===== config.mk =====
export PLATFORM = sky130hd
export DESIGN_NAME = t_count_ctrl
export DESIGN_NICKNAME = d
export VERILOG_FILES = /design/src/rtl/t_count_ctrl.sv
export SDC_FILE = /design/constraint.sdc
export NUM_CORES = 1
export LEC_CHECK = 0
export ABC_AREA = 1
export BUFFER_PORTS_ARGS = -buffer_cell sky130_fd_sc_hd__buf_2
export CORE_UTILIZATION = 40
export DETAILED_ROUTE_END_ITERATION = 12
export PLACE_DENSITY = 0.66
export SYNTH_ARGS = -nofsm -noshare
export SYNTH_HDL_FRONTEND = slang
export SYNTH_SLANG_ARGS = --single-unit

===== constraint.sdc =====
create_clock -name clock -period 1.2 [get_ports clock]
set_input_delay 0 -clock clock [delete_from_list [all_inputs] [get_ports clock]]
set_output_delay 0 -clock clock [all_outputs]
set_load 0.05 [all_outputs]

===== src/rtl/t_count_ctrl.sv =====
// Sequencer for a falling-edge T-flop down-counter bank: loads a start value by
// toggle-difference, counts to zero with pause/abort, and pulses done on completion.
module t_count_ctrl #(
    parameter int unsigned WIDTH = 4
) (
    input  logic             clock,
    input  logic             clear_n,
    input  logic             start,
    input  logic [WIDTH-1:0] load_val,
    input  logic             pause,
    input  logic             abort,
    input  logic [WIDTH-1:0] q_in,
    output logic [WIDTH-1:0] t_vec,
    output logic             bank_clear,
    output logic             busy,
    output logic             done
);

    typedef enum logic [2:0] {
        S_CLR  = 3'd0,
        S_IDLE = 3'd1,
        S_LOAD = 3'd2,
        S_RUN  = 3'd3,
        S_DONE = 3'd4
    } state_e;

    state_e           state_q, state_d;
    logic [WIDTH-1:0] load_reg_q, load_reg_d;
    logic [WIDTH-1:0] dec_vec;
    logic             zero_run;
    logic             q_zero;
    logic             bank_clear_q, busy_q, done_q;

    assign q_zero = (q_in == '0);

    // Decrement toggle pattern: bit i flips when every lower bit is zero.
    always_comb begin
        dec_vec  = '0;
        zero_run = 1'b1;
        for (int i = 0; i < int'(WIDTH); i++) begin
            dec_vec[i] = zero_run;
            zero_run   = zero_run & ~q_in[i];
        end
    end

    always_comb begin
        state_d    = state_q;
        load_reg_d = load_reg_q;
        if (abort) begin
            state_d = S_CLR;
        end else begin
            unique case (state_q)
                S_CLR:  state_d = S_IDLE;
                S_IDLE: begin
                    if (start) begin
                        load_reg_d = load_val;
                        state_d    = S_LOAD;
                    end
                end
                S_LOAD: state_d = (load_reg_q != '0) ? S_RUN : S_DONE;
                S_RUN:  state_d = q_zero ? S_DONE : S_RUN;
                S_DONE: state_d = S_IDLE;
                default: state_d = S_CLR;
            endcase
        end
    end

    // Bank toggle inputs must settle before the falling edge.
    always_comb begin
        t_vec = '0;
        unique case (state_q)
            S_LOAD: t_vec = q_in ^ load_reg_q;
            S_RUN:  t_vec = (pause || q_zero) ? '0 : dec_vec;
            default: t_vec = '0;
        endcase
    end

    always_ff @(posedge clock or negedge clear_n) begin
        if (!clear_n) begin
            state_q      <= S_CLR;
            load_reg_q   <= '0;
            bank_clear_q <= 1'b1;
            busy_q       <= 1'b0;
            done_q       <= 1'b0;
        end else begin
            state_q      <= state_d;
            load_reg_q   <= load_reg_d;
            bank_clear_q <= (state_d == S_CLR);
            busy_q       <= (state_d == S_LOAD) || (state_d == S_RUN);
            done_q       <= (state_d == S_DONE);
        end
    end

    assign bank_clear = bank_clear_q;
    assign busy       = busy_q;
    assign done       = done_q;

endmodule

# After elaboration in Yosys (flattened, before gate mapping)
# Index checks and enable logic that the tools add are counted.
# word_totals
reg_bits	10
output_inout_bits	7
in_bits	13
word_cells	34
# classes
n_eq_ne	7
mux	7
reduce_logical	8
bitwise_logic	7
# ops
operator	n
$eq A3 B2 Y1 const B	4
$mux W3	4
$pmux W3 S4	1
$pmux W4 S2	1
$eq A3 B3 Y1 const B	2
$logic_not A3 Y1	2
$logic_not A4 Y1	1
$mux W4	1
$not A1 Y1	4
$reduce_bool A4 Y1	1
$xor A4 B4 Y4	1
$eq A3 B1 Y1 const B	1
$reduce_and A3 Y1	1
$and A1 B1 Y1	2
$logic_or A1 B1 Y1	2
$reduce_or A2 Y1	1

# Depth between registers and ports, before layout
# Gate-level depths: netlist of run 1.
# logic_depth
ltp_word	6
ltp_mapped	7
depth_no_buf	7

# Worst setup path before layout of run 1
# Ideal clock, no wire load.
# synth_path
path_type	reg-to-output
startpoint	register state_q[2]
endpoint	output port t_vec[0]
required_ns	1.200
setup_slack_ns	-0.632
path_buffers	0
stages_incl_launch_ff	4
arrival_time_ns	1.832
path_cell_list	dfrtp_1 inv_2 nand3_2 o31ai_1
# synth_between
elab_chain_len	2
elab_cells_between_ends	3
cone_classes	eq/ne (2); mux (1)
# synth_rtl
element	line	source
start: declaration	27	state_e state_q, state_d;
start signal: assignment	86	state_q <= state_d;
$eq A3 B2 Y1	71	unique case (state_q)
$pmux W4 S2 *	71	
end: declaration	13	output logic [WIDTH-1:0] t_vec,
# Every way passes the cells marked *; elsewhere a longest branch is shown, timed or not.

# Worst setup path in the final report of run 1
# Same ends and word-level chain as after synthesis.

==> results of run 1 <==
area by class of cell:
cell class                      count  area (um^2)
Clock buffer                        4         36.3
Timing Repair Buffer               30          225
Tap cell                           15         18.8
Fill cell                         121          408
Sequential cell                    10          254
Inverter                           15         56.3
Multi-Input combinational cell     51          352
state kept, by name, indices dropped and copies added (netlist names):
name        count
bank_clear      1
busy            1
load_reg_q      4
done            1
state_q         3
final timing paths:
check / start / to / slack [ns] / depth (start not counted)
worst max-delay path: state_q[2]$_DFF_PN0_ / t_vec[0] / -0.11 / 4
worst max register to register: state_q[2]$_DFF_PN0_ / load_reg_q[3]$_DFFE_PN0P_ / -0.08 / 6
min in group clock: start / load_reg_q[3]$_DFFE_PN0P_ / 0.12 / 3
worst min-delay path: clear_n / busy$_DFF_PN0_ / 0.12 / 2
worst min register to register: load_reg_q[1]$_DFFE_PN0P_ / load_reg_q[1]$_DFFE_PN0P_ / 0.55 / 2
max in group asynchronous: clear_n / bank_clear$_DFF_PN1_ / 0.83 / 2
metrics by stage:
step	hold WS [ns]	power, mW
after floorplan	-0.296	0.851
after global placement	-0.134	0.950
after detailed placement	-0.134	0.964
after CTS	0.105	1.35
after global routing	0.124	1.46
final	0.116	1.37
critical path, cell delays in order (launching register included):
cell and delay, ns:
dfrtp_2 0.43, inv_2 0.09, nand3_4 0.10, o31ai_4 0.22, buf_6 0.20
per-layer routing:
layer	vias to the layer above	share of wire (%)	track usage [%]
met5	-	0	0
met4	0	2.7	10.0
met3	4	2.4	2.22
met2	18	50	30.6
met1	257	44	21.0
li1	305	-	-
repair_timing:
item | 4_1_cts | 5_1_grt
hold buffers | 6 | 0
hold endpoints to repair | 15 | 0
setup endpoints to repair | 4 | 11
pin swaps | 4 | 5
resized for setup | 11 | 11
buffers inserted | 4 | 1
cell families after synthesis:
kind of cell	after synthesis
xor+xnor	3
flops	10
compound gates	8
buf+inv	15
simple gates	40
power breakdown:
| group | internal (mW) | switching, mW |
|---|---|---|
| Sequential | 0.421 | 0.0836 |
| Clock | 0.184 | 0.114 |
| Combinational | 0.231 | 0.337 |
| Total | 0.836 | 0.534 |
cell usage in the layout (no fill, tap or decap):
cell            n
nand2_1        13
nand4_4         1
buf_2          15
nand2_2         4
dlygate4sd3_1   6
nor2_4          2
inv_1           9
clkbuf_8        1
buf_6           6
nand4_1         2
nand3_2         3
clkbuf_4        3
nor2_1          9
xnor2_1         3
o22ai_2         2
o31ai_4         1
buf_4           3
nand3_4         2
dfstp_2         1
dfrtp_1         7
inv_2           6
nor2_2          4
dfrtp_2         2
o21ai_1         5
==> results.md, run 1 <==
* Vias in the first global route at 464
* Period utilisation layout at 109%
* Synth cell types at 17
* Antenna violations before repair at 0
* GRT Residual Overflow at 0
* Pre-CTS setup slack at 0.0507 ns
* FF+latch count, synth at 10
* Req. time, crit path at 1.20 ns
* Top cell type's share of synthesized area at 37.8%
* Die area at between 0.0015 and 0.002 mm^2
* Vias per cell at between 4 and 5
* Final Max Slew Viols at 0
* Complex-gate fraction of the synthesized area at 7.56%
* # DRC at 0
* Initial Util at around 44%
* Clk_lat worst skew at 0.26 ns
* Port Buf Inserts at 19
* Synth warn at 0
* Count leader, synth: nand2_1
* Crit Path Class: flop to primary output
* Register clock-pin slew on the reported worst setup and hold paths at around 0.060 ns
* Wire length per cell at 11.3 um
* Post-synthesis sequential area ratio at 42.2%
* MaxCap Viol Count at 0
* LEAKAGE at roughly 0.47 nW
* Synth top cells by count: nand2_1, inv_1, dfrtp_1, nor2_1, o21ai_1
* Crit Path Max Fanout at 5
* Setup TNS at -0.586 ns
* Tot GR Track Use at between 10% and 20%
* Leading post-synthesis cells by cell area: dfrtp_1, nand2_1, inv_1, nor2_1, dfstp_2
* Largest net degree at the start of global routing at 11
* Least-Margin Pin Slew at roughly 0.25 ns
* Post-Syn Instances at 76
* Syn_nets at 89
* Core Rows at 13
* CTS tree: done
* Crit path DAT at approximately 1.3 ns
* Failing checks: setup timing
* Max-Slew Margin vs Limit at between 80% and 90%
* Initial DRC Count at 8
* Fin util at between 60% and 70%
* Setup Viol. Count Final at 8
* Status: complete, but fails checks
* Main combinational cell family by area after synthesis: simple AND/OR/NAND/NOR gates
* Placed insts at around 110
* # diodes at 0
* Setup crit start kind: flop
* Final WS setup at -0.106 ns
* Drt total wl at 1410 um
* Post-synth top flop: dfrtp_1
* Post-synthesis mux area share at 0%
* Post-synth EDFFs at 0
* Setup Skew at approximately 0.0012 ns
* Simple-gate area share of the yosys netlist at roughly 36%
* Via count at about 580
* Worst Hold Class: primary input to async pin
* Finished Layout Cells at between 100 and 150
* Syn Area/Cell at 7.84 um^2
* Worst setup EP type: primary output
* TritonCTS buffer count at 3
* Nets at roughly 120
* Share of cells above drive strength 1 at 50.9%
* CTS H-tree depth at 1
* Netlist Area Pre-Place at 596 um^2
* P per Cell Area at 1450 mW/mm^2
* Die Height at about 41 um
* GPL Wtd Cong at ~0.7
* Root buffer cell: clkbuf_4
* Asr flop ratio synth at 100%
* Synth Area in XOR/XNOR at ~4.4%
* Dpl hpwl at approximately 900 um
* DRT Pass-1 Iters at 4
* Max Fclk at ~770 MHz
* Io pins at 20
* Layout area overhead at 58.2%
* Min Tclk post-route at approximately 1.3 ns
* Sink Count at 10
* VDD IR-drop max at 0.875 mV
* Max Root-Sink Buffers at 2
* Adder-cell share of the synthesized area at 0%
* Cell Area, Placed at between 700 and 800 um^2
* Final hold vios at 0
* RSZ-0062 raised after global routing: yes
* Post-route ant nets at 0
* Final std cell area, no fill at ~940 um^2
* Cell taking the most area after synthesis: dfrtp_1
* Die Wd at approximately 40 um
* Core area at 0.00135 mm^2
* First-pass GRT wire length at 1860 um
No activity file was read; power rests on OpenSTA's default activity.
==> inputs of run 2 (changes only) <==
Settings changed: RECOVER_POWER set to 100.
==> run 2 against run 1 <==
Effect of this change:
- the flow still finishes with violations (setup timing)
- via count down 0.17%
- worst hold slack better by 0.0071 ns
- global-route usage unchanged
- non-clock buffer count unchanged
- cell area down 0.40%
- core utilization down 0.28 points
- cell count unchanged
- combinational power down 0.7%
- critical path type unchanged
- largest cell class unchanged
- highest routed layer unchanged
==> results.md, run 2 (synthesized netlist as in run 1, its figures left out) <==
* Tot Pwr at 1.37 mW
* Least-Margin Pin Slew at 0.599 ns
* Initial DRC Count at 9
* Max Fclk at around 770 MHz
* Worst R2R End: load_reg_q[3]$_DFFE_PN0P_
* Largest register FFs at 4
* MaxCap Viol Count at 0
* Root buffer cell: clkbuf_4
* Crit path DAT at about 1.3 ns
* Comb power frac at about 41%
* Final hold vios at 0
* Most common cell after layout, fill and taps aside: nand2_1
* Cell Chain, Critical Path: inv_2, nand3_4, o31ai_4, buf_6
* R2R setup slack at -0.08 ns
* Vias per cell at roughly 4.7
* Die Height at just over 40 um
* Hold Path Depth at 3
* Min Tclk post-route at about 1.3 ns
* Layout area overhead at 57.6%
* Setup Viol. Count Final at 8
* GRT Residual Overflow at 0
* Top flop regs: load_reg_q: 4 flops, state_q: 3 flops
* Delay-heaviest family, CP: flip-flops
* Io pins at 20
* Vias in the first global route at between 400 and 500
* RSZ-0062 raised after global routing: yes
* Core Rows at 13
* Largest net degree at the start of global routing at 11
* Wire length per cell at 11.3 um
* Max Root-Sink Buffers at 2
* Via count at 583
* Crit Path Class: flop to primary output
* Dpl hpwl at a little over 900 um
* Worst Hold Class: primary input to flop
* Seq pwr share at 37.0%
* Setup crit start kind: flop
* Critical path's slowest cell: dfrtp_2
* FF+latch area at around 250 um^2
* Die area at 0.00165 mm^2
* Initial Util at approximately 44%
* Port Buf Inserts at 19
* Failing checks: setup timing
* Int Pwr at roughly 0.83 mW
* Status: complete, but fails checks
* Final Max Slew Viols at 0
* Hold Path Origin: start
* DRT Pass-1 Iters at 4
* Core area at approximately 0.0014 mm^2
* Post-route ant nets at 0
* Crit Path Max Fanout at 5
* Cell Area, Placed at 734 um^2
* Final std cell area, no fill at roughly 940 um^2
* Req. time, crit path at 1.20 ns
* Finished Layout Cells at between 100 and 150
* CTS tree: done
* GPL Wtd Cong at approximately 0.71
* Switching share of power at ~39%
* Worst setup EP type: primary output
* CTS H-tree depth at 1
* Clock share of power at between 20% and 30%
* R2R cell count at 6
* Nets at about 120
* # fillers at ~120
* # DRC at 0
* Drt total wl at between 1000 and 1500 um
* Most frequent cells in the layout: nand2_1, buf_2, inv_1
* Final WS setup at -0.105 ns
* Antenna violations before repair at 0
* Multi-input logic area at 352 um^2
* Sum of buffers and inverters on the critical path at 2
* Fin util at a little over two thirds
* Max-Slew Margin vs Limit at between 60% and 70%
* VDD IR-drop max at ~0.87 mV
* Setup Skew at 0.00136 ns
* TritonCTS buffer count at 3
* Period utilisation layout at 109%
* Die Wd at approximately 41 um
* Sw Pwr at about 0.53 mW
* Largest Register: load_reg_q
* LEAKAGE at roughly 0.46 nW
* Share of cells above drive strength 1 at between 40 and 50%
* Clk_lat worst skew at about 0.26 ns
* R2r startpoint: state_q[2]$_DFF_PN0_
* Tot GR Track Use at 17.8%
* # diodes at 0
* Sink Count at 10
* Pre-CTS setup slack at ~0.05 ns
* Critical Path Max Stage Delay at between 0.4 and 0.5 ns
* Placed insts at between 100 and 150
* Register clock-pin slew on the reported worst setup and hold paths at around 0.06 ns
* Hold EP: load_reg_q[3]$_DFFE_PN0P_
* P per Cell Area at ~1500 mW/mm^2
* First-pass GRT wire length at 1860 um
==> run 2: layout make-up <==
type	count	area share, %
Clock buffer	4	3.87
Multi-Input combinational cell	51	37.5
Timing Repair Buffer	30	23.6
Tap cell	15	2.00
Inverter	15	6.00
Sequential cell	10	27.1
==> run 2: tightest hold or removal path, delay by kind of cell <==
kind / cells / cell delay, ns
and+or+nand+nor: 1 / 0.15
buffers and inverters: 1 / 0.13
AOI/OAI and AO/OA: 1 / 0.07
==> run 2: routing by layer <==
metal	up-vias	track usage [%]	wire length (um)
li1	305	-	-
met1	256	21.0	630
met2	18	30.6	710
met3	4	2.22	34
met4	0	10.0	38
met5	-	0	0
==> run 2: how the worst max path moves through the flow <==
| stage | cells past startpoint | slack (ns) | from | end |
|---|---|---|---|---|
| 2_1_floorplan | 3 | -0.22 | state_q[2]$_DFF_PN0_ | t_vec[0] |
| 3_3_place_gp | 4 | 0.05 | state_q[0]$_DFF_PN0_ | t_vec[0] |
| 3_5_place_dp | 5 | 0.05 | state_q[2]$_DFF_PN0_ | load_reg_q[3]$_DFFE_PN0P_ |
| 4_1_cts | 5 | -0.08 | state_q[1]$_DFF_PN0_ | t_vec[1] |
| 5_1_grt | 6 | -0.16 | state_q[2]$_DFF_PN0_ | load_reg_q[2]$_DFFE_PN0P_ |
| 6_report | 4 | -0.11 | state_q[2]$_DFF_PN0_ | t_vec[0] |
==> run 2: what timing repair did <==
item                                    CTS  global route
hold endpoints to repair                 15             0
pin swaps                                 4             5
hold buffers                              6             0
setup buffers                             4             1
endpoints found under the setup margin    4            11
gates resized for setup                  11            11
==> run 2: per-stage QoR <==
stage,TNS (ns),hold WS (ns)
CTS,-0.370,0.105
global route,-1.36,0.124
global placement,0,-0.134
detailed placement,0,-0.134
finish,-0.595,0.123
floorplan,-0.432,-0.296
==> run 2: power by group through the flow <==
stage	registers (mW)	logic [mW]	clock network (mW)
2_1_floorplan	0.520	0.331	0
3_3_place_gp	0.505	0.445	0
3_5_place_dp	0.509	0.455	0
4_1_cts	0.504	0.536	0.306
5_1_grt	0.515	0.621	0.322
6_report	0.505	0.563	0.298
==> inputs of run 3 (changes only) <==
Settings changed: ABC_AREA 1 to unset, CORE_MARGIN set to 1, PLACE_DENSITY 0.66 to 0.67, SLEW_MARGIN set to 10.
==> run 3 against run 2 <==
Effect of this change:
- the flow still finishes with violations (setup timing)
- core utilization rose by 12 points
- power fell by 3.9%
- clock-buffer cell count did not move
- worst hold slack got worse by 0.024 ns
- sequential share of layout area fell by 0.72 points
- register-to-register slack got worse by 0.02 ns
- die area fell by 11%
- largest power group unchanged
==> results.md, run 3 <==
* Status: complete, but fails checks
* Failing checks: setup timing
* Met3 GRT Util at 5.23%
* Crit Path Class: flop to primary output
* RSZ-0062 raised after global routing: yes
* Die Height at between 30 and 40 um
* Syn Area/Cell at 10.8 um^2
* Final Max Slew Viols at 0
* Most common cell after layout, fill and taps aside: buf_2
* Worst setup EP type: primary output
* # diodes at 0
* Drt total wl at between 1500 and 2000 um
* Period utilisation layout at 136%
* Hold Path Depth at 3
* Antenna violations before repair at 0
* Min Tclk post-route at about 1.6 ns
* Synth top cells by count: dfrtp_1, nor2_1, mux2_2
* Max-Slew Margin vs Limit at around three fifths
* Placed insts at 91
* Setup Viol. Count Final at 10
* Post-synth top flop: dfrtp_1
* Synth cell types at 24
* Share of cells above drive strength 1 at 56.8%
* Via count at about 530
* R2r startpoint: state_q[0]$_DFF_PN0_
* Max Fclk at approximately 610 MHz
* Dpl hpwl at ~940 um
* Root buffer cell: clkbuf_4
* Hold Path Origin: start
* # DRC at 0
* Cell taking the most area after synthesis: dfrtp_1
* Clk_lat worst skew at approximately 0.26 ns
* Tot Pwr at 1.31 mW
* Hold EP: busy$_DFF_PN0_
* Synth warn at 0
* Largest register FFs at 4
* CTS H-tree depth at 1
* Core area at about 0.0012 mm^2
* Core Rows at 12
* MaxCap Viol Count at 0
* Tot GR Track Use at between 20% and 30%
* Top cell type's share of synthesized area at about 43%
* Register clock-pin slew on the reported worst setup and hold paths at about 0.07 ns
* Initial DRC Count at 1
* Final hold vios at 0
* Max Root-Sink Buffers at 2
* Top flop regs: load_reg_q: 4 flops, state_q: 3 flops
* Finished Layout Cells at 102
* Largest net degree at the start of global routing at 13
* FF+latch count, synth at 10
* Post-route ant nets at 0
* Leading post-synthesis cells by cell area: dfrtp_1, mux2_2, dfstp_2, xnor2_1, a31oi_1
* Setup TNS at -1.51 ns
* Io pins at 20
* Crit path DAT at 1.64 ns
* Netlist Area Pre-Place at 529 um^2
* Setup Skew at between 0.005 and 0.006 ns
* Wire length per cell at about 16 um
* Sink Count at 10
* Critical path's slowest cell: or4b_4
* P per Cell Area at 1380 mW/mm^2
* Global routing usage on met1 at a little under a third
* Final WS setup at -0.436 ns
* GRT Max-Usage Layer: met2
* Worst Hold Class: primary input to flop
* Least-Margin Pin Slew at around 0.61 ns
* Layout area overhead at 80.4%
* Largest Register: load_reg_q
* Crit Path Max Fanout at 2
* Syn_nets at just over 60
* CTS tree: done
* Critical Path Max Stage Delay at roughly 0.46 ns
* Count leader, synth: dfrtp_1
* Cell Chain, Critical Path: or4b_4, o32a_1, nor2_4, buf_6
* GR Layer Usage met2 at a little over half
* Req. time, crit path at approximately 1.2 ns
* Die area at 0.00147 mm^2
* Post-Syn Instances at 49
* Most frequent cells in the layout: buf_2, dfrtp_1, buf_4
* Vias per cell at just over 5
* R2R setup slack at -0.10 ns
* Die Wd at roughly 38 um
* R2R cell count at 4
* TritonCTS buffer count at 3
* GRT Residual Overflow at 0
* VDD IR-drop max at 1.01 mV
* Post-synthesis sequential area ratio at a little under half
* Asr flop ratio synth at 100%
* Initial Util at between 40% and 50%
* Vias in the first global route at about 610
* GPL Wtd Cong at 0.756
* LEAKAGE at ~0.42 nW
* First-pass GRT wire length at 2740 um
* Nets at roughly 100
* Worst R2R End: load_reg_q[1]$_DFFE_PN0P_
* Hold Worst Slack at slightly below 0.1 ns
* Post-synth EDFFs at 0
* DRT Pass-1 Iters at 2
* # fillers at 75
* Setup crit start kind: flop
* Port Buf Inserts at 19
-- run 3: layer usage --
metal	part of all wire [%]	vias up
met5	0	-
met4	0.75	0
met3	3.1	2
met2	56	11
met1	40	251
li1	-	261
-- run 3: worst max path at each step --
| stage | from | to | cells after the start |
|---|---|---|---|
| global route | state_q[0]$_DFF_PN0_ | t_vec[3] | 4 |
| CTS | state_q[0]$_DFF_PN0_ | t_vec[3] | 4 |
| global placement | state_q[0]$_DFF_PN0_ | t_vec[3] | 4 |
| finish | state_q[0]$_DFF_PN0_ | t_vec[3] | 4 |
| detailed placement | state_q[0]$_DFF_PN0_ | t_vec[3] | 4 |
| floorplan | state_q[0]$_DFF_PN0_ | t_vec[3] | 3 |
-- run 3: area by class of cell --
class                      count  area, um^2  area share [%]
sequential                    10         251            26.3
inverter                       1        3.75           0.393
clock buffer                   4        26.3            2.75
tap                           14        17.5            1.83
multi-input combinational     37         384            40.2
timing repair buffer          36         272            28.4
-- run 3: through the flow --
step	area (um^2)	worst slack (ns)	util (%)
final	955	-0.436	81.5
after CTS	917	-0.440	78.3
after detailed placement	739	-0.247	63.1
after global routing	955	-0.496	81.5
after floorplan	556	-0.192	-
after global placement	739	-0.228	63.1
-- run 3: critical path: cells and delay by family, from the launching register on --
family	cells	cell delay (ns)
compound gates	1	0.34
buf+inv	1	0.16
flops	1	0.34
simple gates	2	0.55
-- run 3: power by group --
group          switching (mW)  total (mW)  internal (mW)
combinational           0.278       0.598          0.320
clock                   0.108       0.236          0.128
sequential             0.0744       0.479          0.405
total                   0.461        1.31          0.852
-- run 3: cells by family after synthesis --
group | synth area share, %
XOR/XNOR | 6.62
multiplexers | 10.4
AND/OR/NAND/NOR | 20.8
buffers and inverters | 1.42
AO/OA/AOI/OAI | 13.2
flip-flops | 47.5
-- run 3: repair_timing --
action | CTS | global route
hold endpoints to repair | 14 | 0
pin swaps | 3 | 8
hold buffers | 5 | 0
resized for setup | 20 | 7
endpoints found under the setup margin | 11 | 13
gates cloned | 0 | 0
setup buffers | 2 | 2
